`config.mk`:
```
export PLATFORM = sky130hd
export DESIGN_NAME = sha256_msg_schedule_flat
export DESIGN_NICKNAME = d
export VERILOG_FILES = /design/src/rtl/sha256_msg_schedule_if.sv /design/src/rtl/sha256_msg_schedule.sv /design/src/flat_wrapper.sv
export SDC_FILE = /design/constraint.sdc
export NUM_CORES = 1
export LEC_CHECK = 0
export BUFFER_PORTS_ARGS = -buffer_cell sky130_fd_sc_hd__buf_2
export CORE_UTILIZATION = 42
export DETAILED_ROUTE_END_ITERATION = 10
export PLACE_DENSITY = 0.68
export SYNTH_ARGS = -nofsm -noshare
export SYNTH_HDL_FRONTEND = slang
export SYNTH_SLANG_ARGS = --single-unit
```
`constraint.sdc`:
```
create_clock -name clk -period 13.05 [get_ports clk]
set_clock_uncertainty 0.1 [all_clocks]
set_input_delay 0.6525 -clock clk [delete_from_list [all_inputs] [get_ports clk]]
set_output_delay 0.6525 -clock clk [all_outputs]
set_load 0.02 [all_outputs]
```
`src/rtl/sha256_msg_schedule_if.sv`:
```
// Block handshake and round-stream bundle between the message scheduler and its neighbours.
interface sha256_msg_schedule_if;
    logic [511:0] block_in;
    logic         block_valid;
    logic         block_ready;
    logic [31:0]  msg;
    logic [31:0]  k;
    logic         soc;
    logic         eoc;
    logic         busy;

    // Block source / round-stream consumer side
    modport master (
        output block_in, block_valid,
        input  block_ready, msg, k, soc, eoc, busy
    );

    // Message scheduler side
    modport slave (
        input  block_in, block_valid,
        output block_ready, msg, k, soc, eoc, busy
    );
endinterface

```
`src/rtl/sha256_msg_schedule.sv`:
```
// SHA-256 message scheduler: takes one padded 512-bit block and streams W[t]/K[t]
// for 64 rounds, with soc on round 0 and eoc on the cycle after round 63.
module sha256_msg_schedule (
    input  logic                  clk,
    input  logic                  rst_n,
    sha256_msg_schedule_if.slave  bus
);

    localparam int unsigned WORD_W     = 32;
    localparam int unsigned NUM_WORDS  = 16;
    localparam int unsigned NUM_ROUNDS = 64;
    localparam int unsigned T_W        = 6;

    typedef enum logic [1:0] {
        S_IDLE  = 2'd0,
        S_ROUND = 2'd1,
        S_FINAL = 2'd2
    } state_e;

    localparam logic [WORD_W-1:0] K_ROM [NUM_ROUNDS] = '{
        32'h428a2f98, 32'h71374491, 32'hb5c0fbcf, 32'he9b5dba5,
        32'h3956c25b, 32'h59f111f1, 32'h923f82a4, 32'hab1c5ed5,
        32'hd807aa98, 32'h12835b01, 32'h243185be, 32'h550c7dc3,
        32'h72be5d74, 32'h80deb1fe, 32'h9bdc06a7, 32'hc19bf174,
        32'he49b69c1, 32'hefbe4786, 32'h0fc19dc6, 32'h240ca1cc,
        32'h2de92c6f, 32'h4a7484aa, 32'h5cb0a9dc, 32'h76f988da,
        32'h983e5152, 32'ha831c66d, 32'hb00327c8, 32'hbf597fc7,
        32'hc6e00bf3, 32'hd5a79147, 32'h06ca6351, 32'h14292967,
        32'h27b70a85, 32'h2e1b2138, 32'h4d2c6dfc, 32'h53380d13,
        32'h650a7354, 32'h766a0abb, 32'h81c2c92e, 32'h92722c85,
        32'ha2bfe8a1, 32'ha81a664b, 32'hc24b8b70, 32'hc76c51a3,
        32'hd192e819, 32'hd6990624, 32'hf40e3585, 32'h106aa070,
        32'h19a4c116, 32'h1e376c08, 32'h2748774c, 32'h34b0bcb5,
        32'h391c0cb3, 32'h4ed8aa4a, 32'h5b9cca4f, 32'h682e6ff3,
        32'h748f82ee, 32'h78a5636f, 32'h84c87814, 32'h8cc70208,
        32'h90befffa, 32'ha4506ceb, 32'hbef9a3f7, 32'hc67178f2
    };

    localparam logic [T_W-1:0] T_LAST = T_W'(NUM_ROUNDS - 1);

    // sigma0(x) = ROTR7 ^ ROTR18 ^ SHR3
    function automatic logic [WORD_W-1:0] sig0(input logic [WORD_W-1:0] x);
        return {x[6:0], x[31:7]} ^ {x[17:0], x[31:18]} ^ (x >> 3);
    endfunction

    // sigma1(x) = ROTR17 ^ ROTR19 ^ SHR10
    function automatic logic [WORD_W-1:0] sig1(input logic [WORD_W-1:0] x);
        return {x[16:0], x[31:17]} ^ {x[18:0], x[31:19]} ^ (x >> 10);
    endfunction

    state_e            state_q, state_d;
    logic [T_W-1:0]    t_q, t_d;
    logic [WORD_W-1:0] win_q [NUM_WORDS];
    logic [WORD_W-1:0] win_d [NUM_WORDS];
    logic [WORD_W-1:0] w_new;
    logic [WORD_W-1:0] msg_q, msg_d;
    logic [WORD_W-1:0] k_q, k_d;
    logic              soc_q, soc_d;
    logic              eoc_q, eoc_d;
    logic              busy_q, busy_d;
    logic              ready_q, ready_d;

    // Next state, window shift/expansion, and next-cycle output values
    always_comb begin
        state_d = state_q;
        t_d     = t_q;
        win_d   = win_q;
        w_new   = sig1(win_q[14]) + win_q[9] + sig0(win_q[1]) + win_q[0];

        case (state_q)
            S_IDLE: begin
                if (bus.block_valid) begin
                    for (int unsigned i = 0; i < NUM_WORDS; i++) begin
                        win_d[i] = bus.block_in[(NUM_WORDS-1-i)*WORD_W +: WORD_W];
                    end
                    t_d     = '0;
                    state_d = S_ROUND;
                end
            end
            S_ROUND: begin
                for (int unsigned i = 0; i < NUM_WORDS - 1; i++) begin
                    win_d[i] = win_q[i+1];
                end
                win_d[NUM_WORDS-1] = w_new;
                if (t_q == T_LAST) begin
                    state_d = S_FINAL;
                end else begin
                    t_d = t_q + T_W'(1);
                end
            end
            S_FINAL: begin
                state_d = S_IDLE;
            end
            default: begin
                state_d = S_IDLE;
            end
        endcase

        // Outputs are registered copies of what the next state will present
        ready_d = (state_d == S_IDLE);
        busy_d  = (state_d != S_IDLE);
        msg_d   = (state_d == S_ROUND) ? win_d[0]   : '0;
        k_d     = (state_d == S_ROUND) ? K_ROM[t_d] : '0;
        soc_d   = (state_d == S_ROUND) && (t_d == '0);
        eoc_d   = (state_d == S_FINAL);
    end

    // State, window and output registers; reset aborts any block in flight
    always_ff @(posedge clk or negedge rst_n) begin
        if (!rst_n) begin
            state_q <= S_IDLE;
            t_q     <= '0;
            win_q   <= '{default: '0};
            msg_q   <= '0;
            k_q     <= '0;
            soc_q   <= 1'b0;
            eoc_q   <= 1'b0;
            busy_q  <= 1'b0;
            ready_q <= 1'b1;
        end else begin
            state_q <= state_d;
            t_q     <= t_d;
            win_q   <= win_d;
            msg_q   <= msg_d;
            k_q     <= k_d;
            soc_q   <= soc_d;
            eoc_q   <= eoc_d;
            busy_q  <= busy_d;
            ready_q <= ready_d;
        end
    end

    assign bus.block_ready = ready_q;
    assign bus.busy        = busy_q;
    assign bus.msg         = msg_q;
    assign bus.k           = k_q;
    assign bus.soc         = soc_q;
    assign bus.eoc         = eoc_q;

endmodule
```
`src/flat_wrapper.sv`:
```
// flat-port wrapper written by rule: the top's interface ports become plain ports
module sha256_msg_schedule_flat 
  (clk, rst_n, bus_block_in, bus_block_valid, bus_block_ready, bus_msg, bus_k, bus_soc, bus_eoc, bus_busy);
  sha256_msg_schedule_if bus_i ();
  input  logic clk;
  input  logic rst_n;
  input wire logic [$bits(bus_i.block_in)-1:0] bus_block_in;
  input wire logic [$bits(bus_i.block_valid)-1:0] bus_block_valid;
  output wire logic [$bits(bus_i.block_ready)-1:0] bus_block_ready;
  output wire logic [$bits(bus_i.msg)-1:0] bus_msg;
  output wire logic [$bits(bus_i.k)-1:0] bus_k;
  output wire logic [$bits(bus_i.soc)-1:0] bus_soc;
  output wire logic [$bits(bus_i.eoc)-1:0] bus_eoc;
  output wire logic [$bits(bus_i.busy)-1:0] bus_busy;
  assign bus_i.block_in = bus_block_in;
  assign bus_i.block_valid = bus_block_valid;
  assign bus_block_ready = bus_i.block_ready;
  assign bus_msg = bus_i.msg;
  assign bus_k = bus_i.k;
  assign bus_soc = bus_i.soc;
  assign bus_eoc = bus_i.eoc;
  assign bus_busy = bus_i.busy;
  sha256_msg_schedule u_core (.clk(clk), .rst_n(rst_n), .bus(bus_i));
endmodule
```
==> qor.txt <==
Synth Net Count - 4616
post-cts gate resize count - 0
final hold violations - 4
H-tree depth - 3
delay of the slowest cell on the worst path - 0.80 ns
Period minus WS final - 5.59 ns
DRC viols - 0
area delta synth->final - 17.7%
aggregate global-route resource usage - 33.6%
post-synthesis sequential area ratio - 45.4%
layout cells sized above 1 - 17.3%
die area - 78300 sq um
first-pass GRT wire length - 195000 um
core area - 76200 sq um
Synth area leaders - dfrtp_1 (45%), nand2_1 (12%), a31oi_1 (9.2%), nor2_1 (6.4%), fa_1 (3.8%)
endpoint class of the critical path - flop
Tcrit/Tclk final - 42.8%
largest net degree at the start of global routing - 217
Seq cells post-synth - 588
die height - 280 um
GP Congestion - 0.974
CP Cell Sequence - nor2b_4, nand2b_1, nand3_2, buf_4, clkinv_2, buf_4, nor2_1, a21oi_1, nor2_1, a311oi_2, a221oi_1, a21oi_1
FF-to-FF path depth - 12
Starting Density - 42.6%
Final HPWL DP - 96800 um
CP Launch Point - u_core.state_q[1]
clock-pin transition on the worst setup and hold timing paths - 0.06 ns
TritonCTS Buffers - 70
average size of a mapped cell - 8.13 sq um
first drt pass iteration count - 6
via count - 31300
Critical Path End - u_core.bus.k[23]
Clock Latency Late Sink - 0.65 ns
synth warn - 0
total grt overflow - 0
# port buffers - 582
Syn Inst Count - 3990
RSZ-0062 raised after global routing - false
worst rel slew slack - 14.2%
Pins Over Slew Limit - 0
die span in x - 280 um
clock root cell - clkbuf_16
Synth area leader - dfrtp_1
MaxCap Viol Count - 0
Async SR Flop Fraction - 100%
Critical Path AT - 5.94 ns
I/O pin count - 583
ANT nets after route - 0
Post-synth EDFFs - 0
CP max FO - 71
Via-to-Cell Ratio - 5.75
top achievable clock speed - 179 MHz
most numerous cell in the Yosys netlist - nand2_1
Setup CP Type - flop to flop
setup repair bufs after CTS - 0
CP required - 13.41 ns
Reg2Reg Setup Slack - 7.46 ns
RR Endpoint - u_core.bus.k[23]
Synth cell types - 74
Slowest cell on crit path - nor2b_4
cts hold-fix bufs - 0
Clock Sink Count - 588
nets@finish - 4954
Worst Setup Start Kind - flop
worst hold slack - -0.0185 ns
Synth top area share - 45.3%
start of the worst register-to-register path - u_core.state_q[1]
vias in the first global route - 29700
Finish-stage setup viols - 0
Post-synth top cells - nand2_1 (1045), dfrtp_1 (587), nor2_1 (550)
Total Routed Length - 134000 um
status - complete, but fails checks
routed length per placed instance - 24.6 um
row count - 101
Slew @ Worst Pin - 1.29 ns
CTS tree - built
HP Class - input port to async pin
DRT iter0 DRCs - 4157
CTS max path bufs - 3
Setup TNS Final - 0 ns
failing checks - negative hold slack
initial antenna violation count - 32
ys flop type - dfrtp_1
Synth Cell Area - 32400 sq um
## cell type report
| class | instances | area, sq um |
|---|---|---|
| fillers | 7480 | 38000 |
| multi-input cells | 2891 | 15700 |
| flip-flops and latches | 588 | 14700 |
| repair buffers | 619 | 3250 |
| clock buffers | 95 | 1990 |
| well taps | 1030 | 1290 |
| inverters | 158 | 594 |
| clock inverters | 28 | 518 |
| diodes | 31 | 77.6 |
## layer usage
metal	part of all wire, %	global-route usage (%)	vias to the layer above
met5	0.050	0	-
met4	5.4	18.8	10
li1	-	-	14100
met3	9.5	6.31	280
met1	41	46.6	15300
met2	44	49.2	1601
## how the worst min path moves through the flow
stage | from | endpoint | slack (ns)
after floorplan | rst_n | u_core.bus.busy | 0.26
after global placement | u_core.win_q[1] | u_core.win_q[1] | 0.38
after detailed placement | u_core.win_q[480] | u_core.win_q[480] | 0.41
after CTS | rst_n | u_core.win_q[348] | 0.006
after global routing | rst_n | u_core.win_q[348] | 0.04
final | rst_n | u_core.win_q[348] | -0.02
## sequential cells by signal, summed over array words and instances, names as in the netlist
name	cells
u_core.t_q	6
u_core.win_q	512
u_core.bus.msg	32
u_core.bus.busy	1
u_core.bus.eoc	1
u_core.bus.soc	1
u_core.state_q	2
u_core.bus.block_ready	1
u_core.bus.k	32
## kinds of logic after synthesis
| group | synth area share, % |
|---|---|
| buffers and inverters | 6.18 |
| xor gates and xnor gates | 3.78 |
| and+or+nand+nor | 21.3 |
| AOI/OAI and AO/OA | 17.6 |
| muxes | 0.123 |
| DFF | 45.4 |
| adders and majority gates | 5.72 |
## metrics by stage
step                utilization (%)  cell area [sq um]  setup slack, ns  hold slack, ns  cells
floorplan                         -              32400             8.95           0.257   3990
global placement               46.7              35600             7.62           0.376   5286
detailed placement             46.7              35600             7.61           0.414   5286
CTS                            50.0              38100             7.60         0.00610   5409
global route                   50.1              38200             7.08          0.0391   5429
finish                         50.1              38200             7.46         -0.0185   5440
## worst max-delay path, delay by kind of cell (launching register included)
kind,cells,cell delay (ns)
compound gates,4,0.63
buf+inv,3,1.83
flops,1,0.74
simple gates,5,2.04
## cells in the final DEF (no fill, tap or decap), drive strengths merged, types with 7 or more instances in the layout
cell / synthesis / final
clkinv: 0 / 15
nand4: 9 / 9
a21oi: 106 / 106
nand2b: 13 / 13
xor2: 20 / 20
dfrtp: 587 / 587
o311ai: 7 / 7
clkbuf: 301 / 95
a21o: 14 / 14
o211ai: 15 / 15
nand2: 1045 / 1045
and3: 10 / 10
a211oi: 23 / 23
nand3: 40 / 40
a22oi: 39 / 39
a311oi: 18 / 18
o221ai: 11 / 11
o21ai: 86 / 86
nor2b: 7 / 7
xnor2: 120 / 120
a221oi: 11 / 11
buf: 52 / 619
diode: 0 / 31
o22ai: 34 / 34
ha: 49 / 49
a31oi: 477 / 477
nor3: 21 / 21
bufinv: 0 / 9
o21a: 7 / 7
fa: 62 / 62
nor2: 552 / 552
and2: 35 / 35
inv: 158 / 159
Power is left out: the tool's default activity adds up to more than one toggle a clock period on the data nets, which glitch-free logic cannot reach.
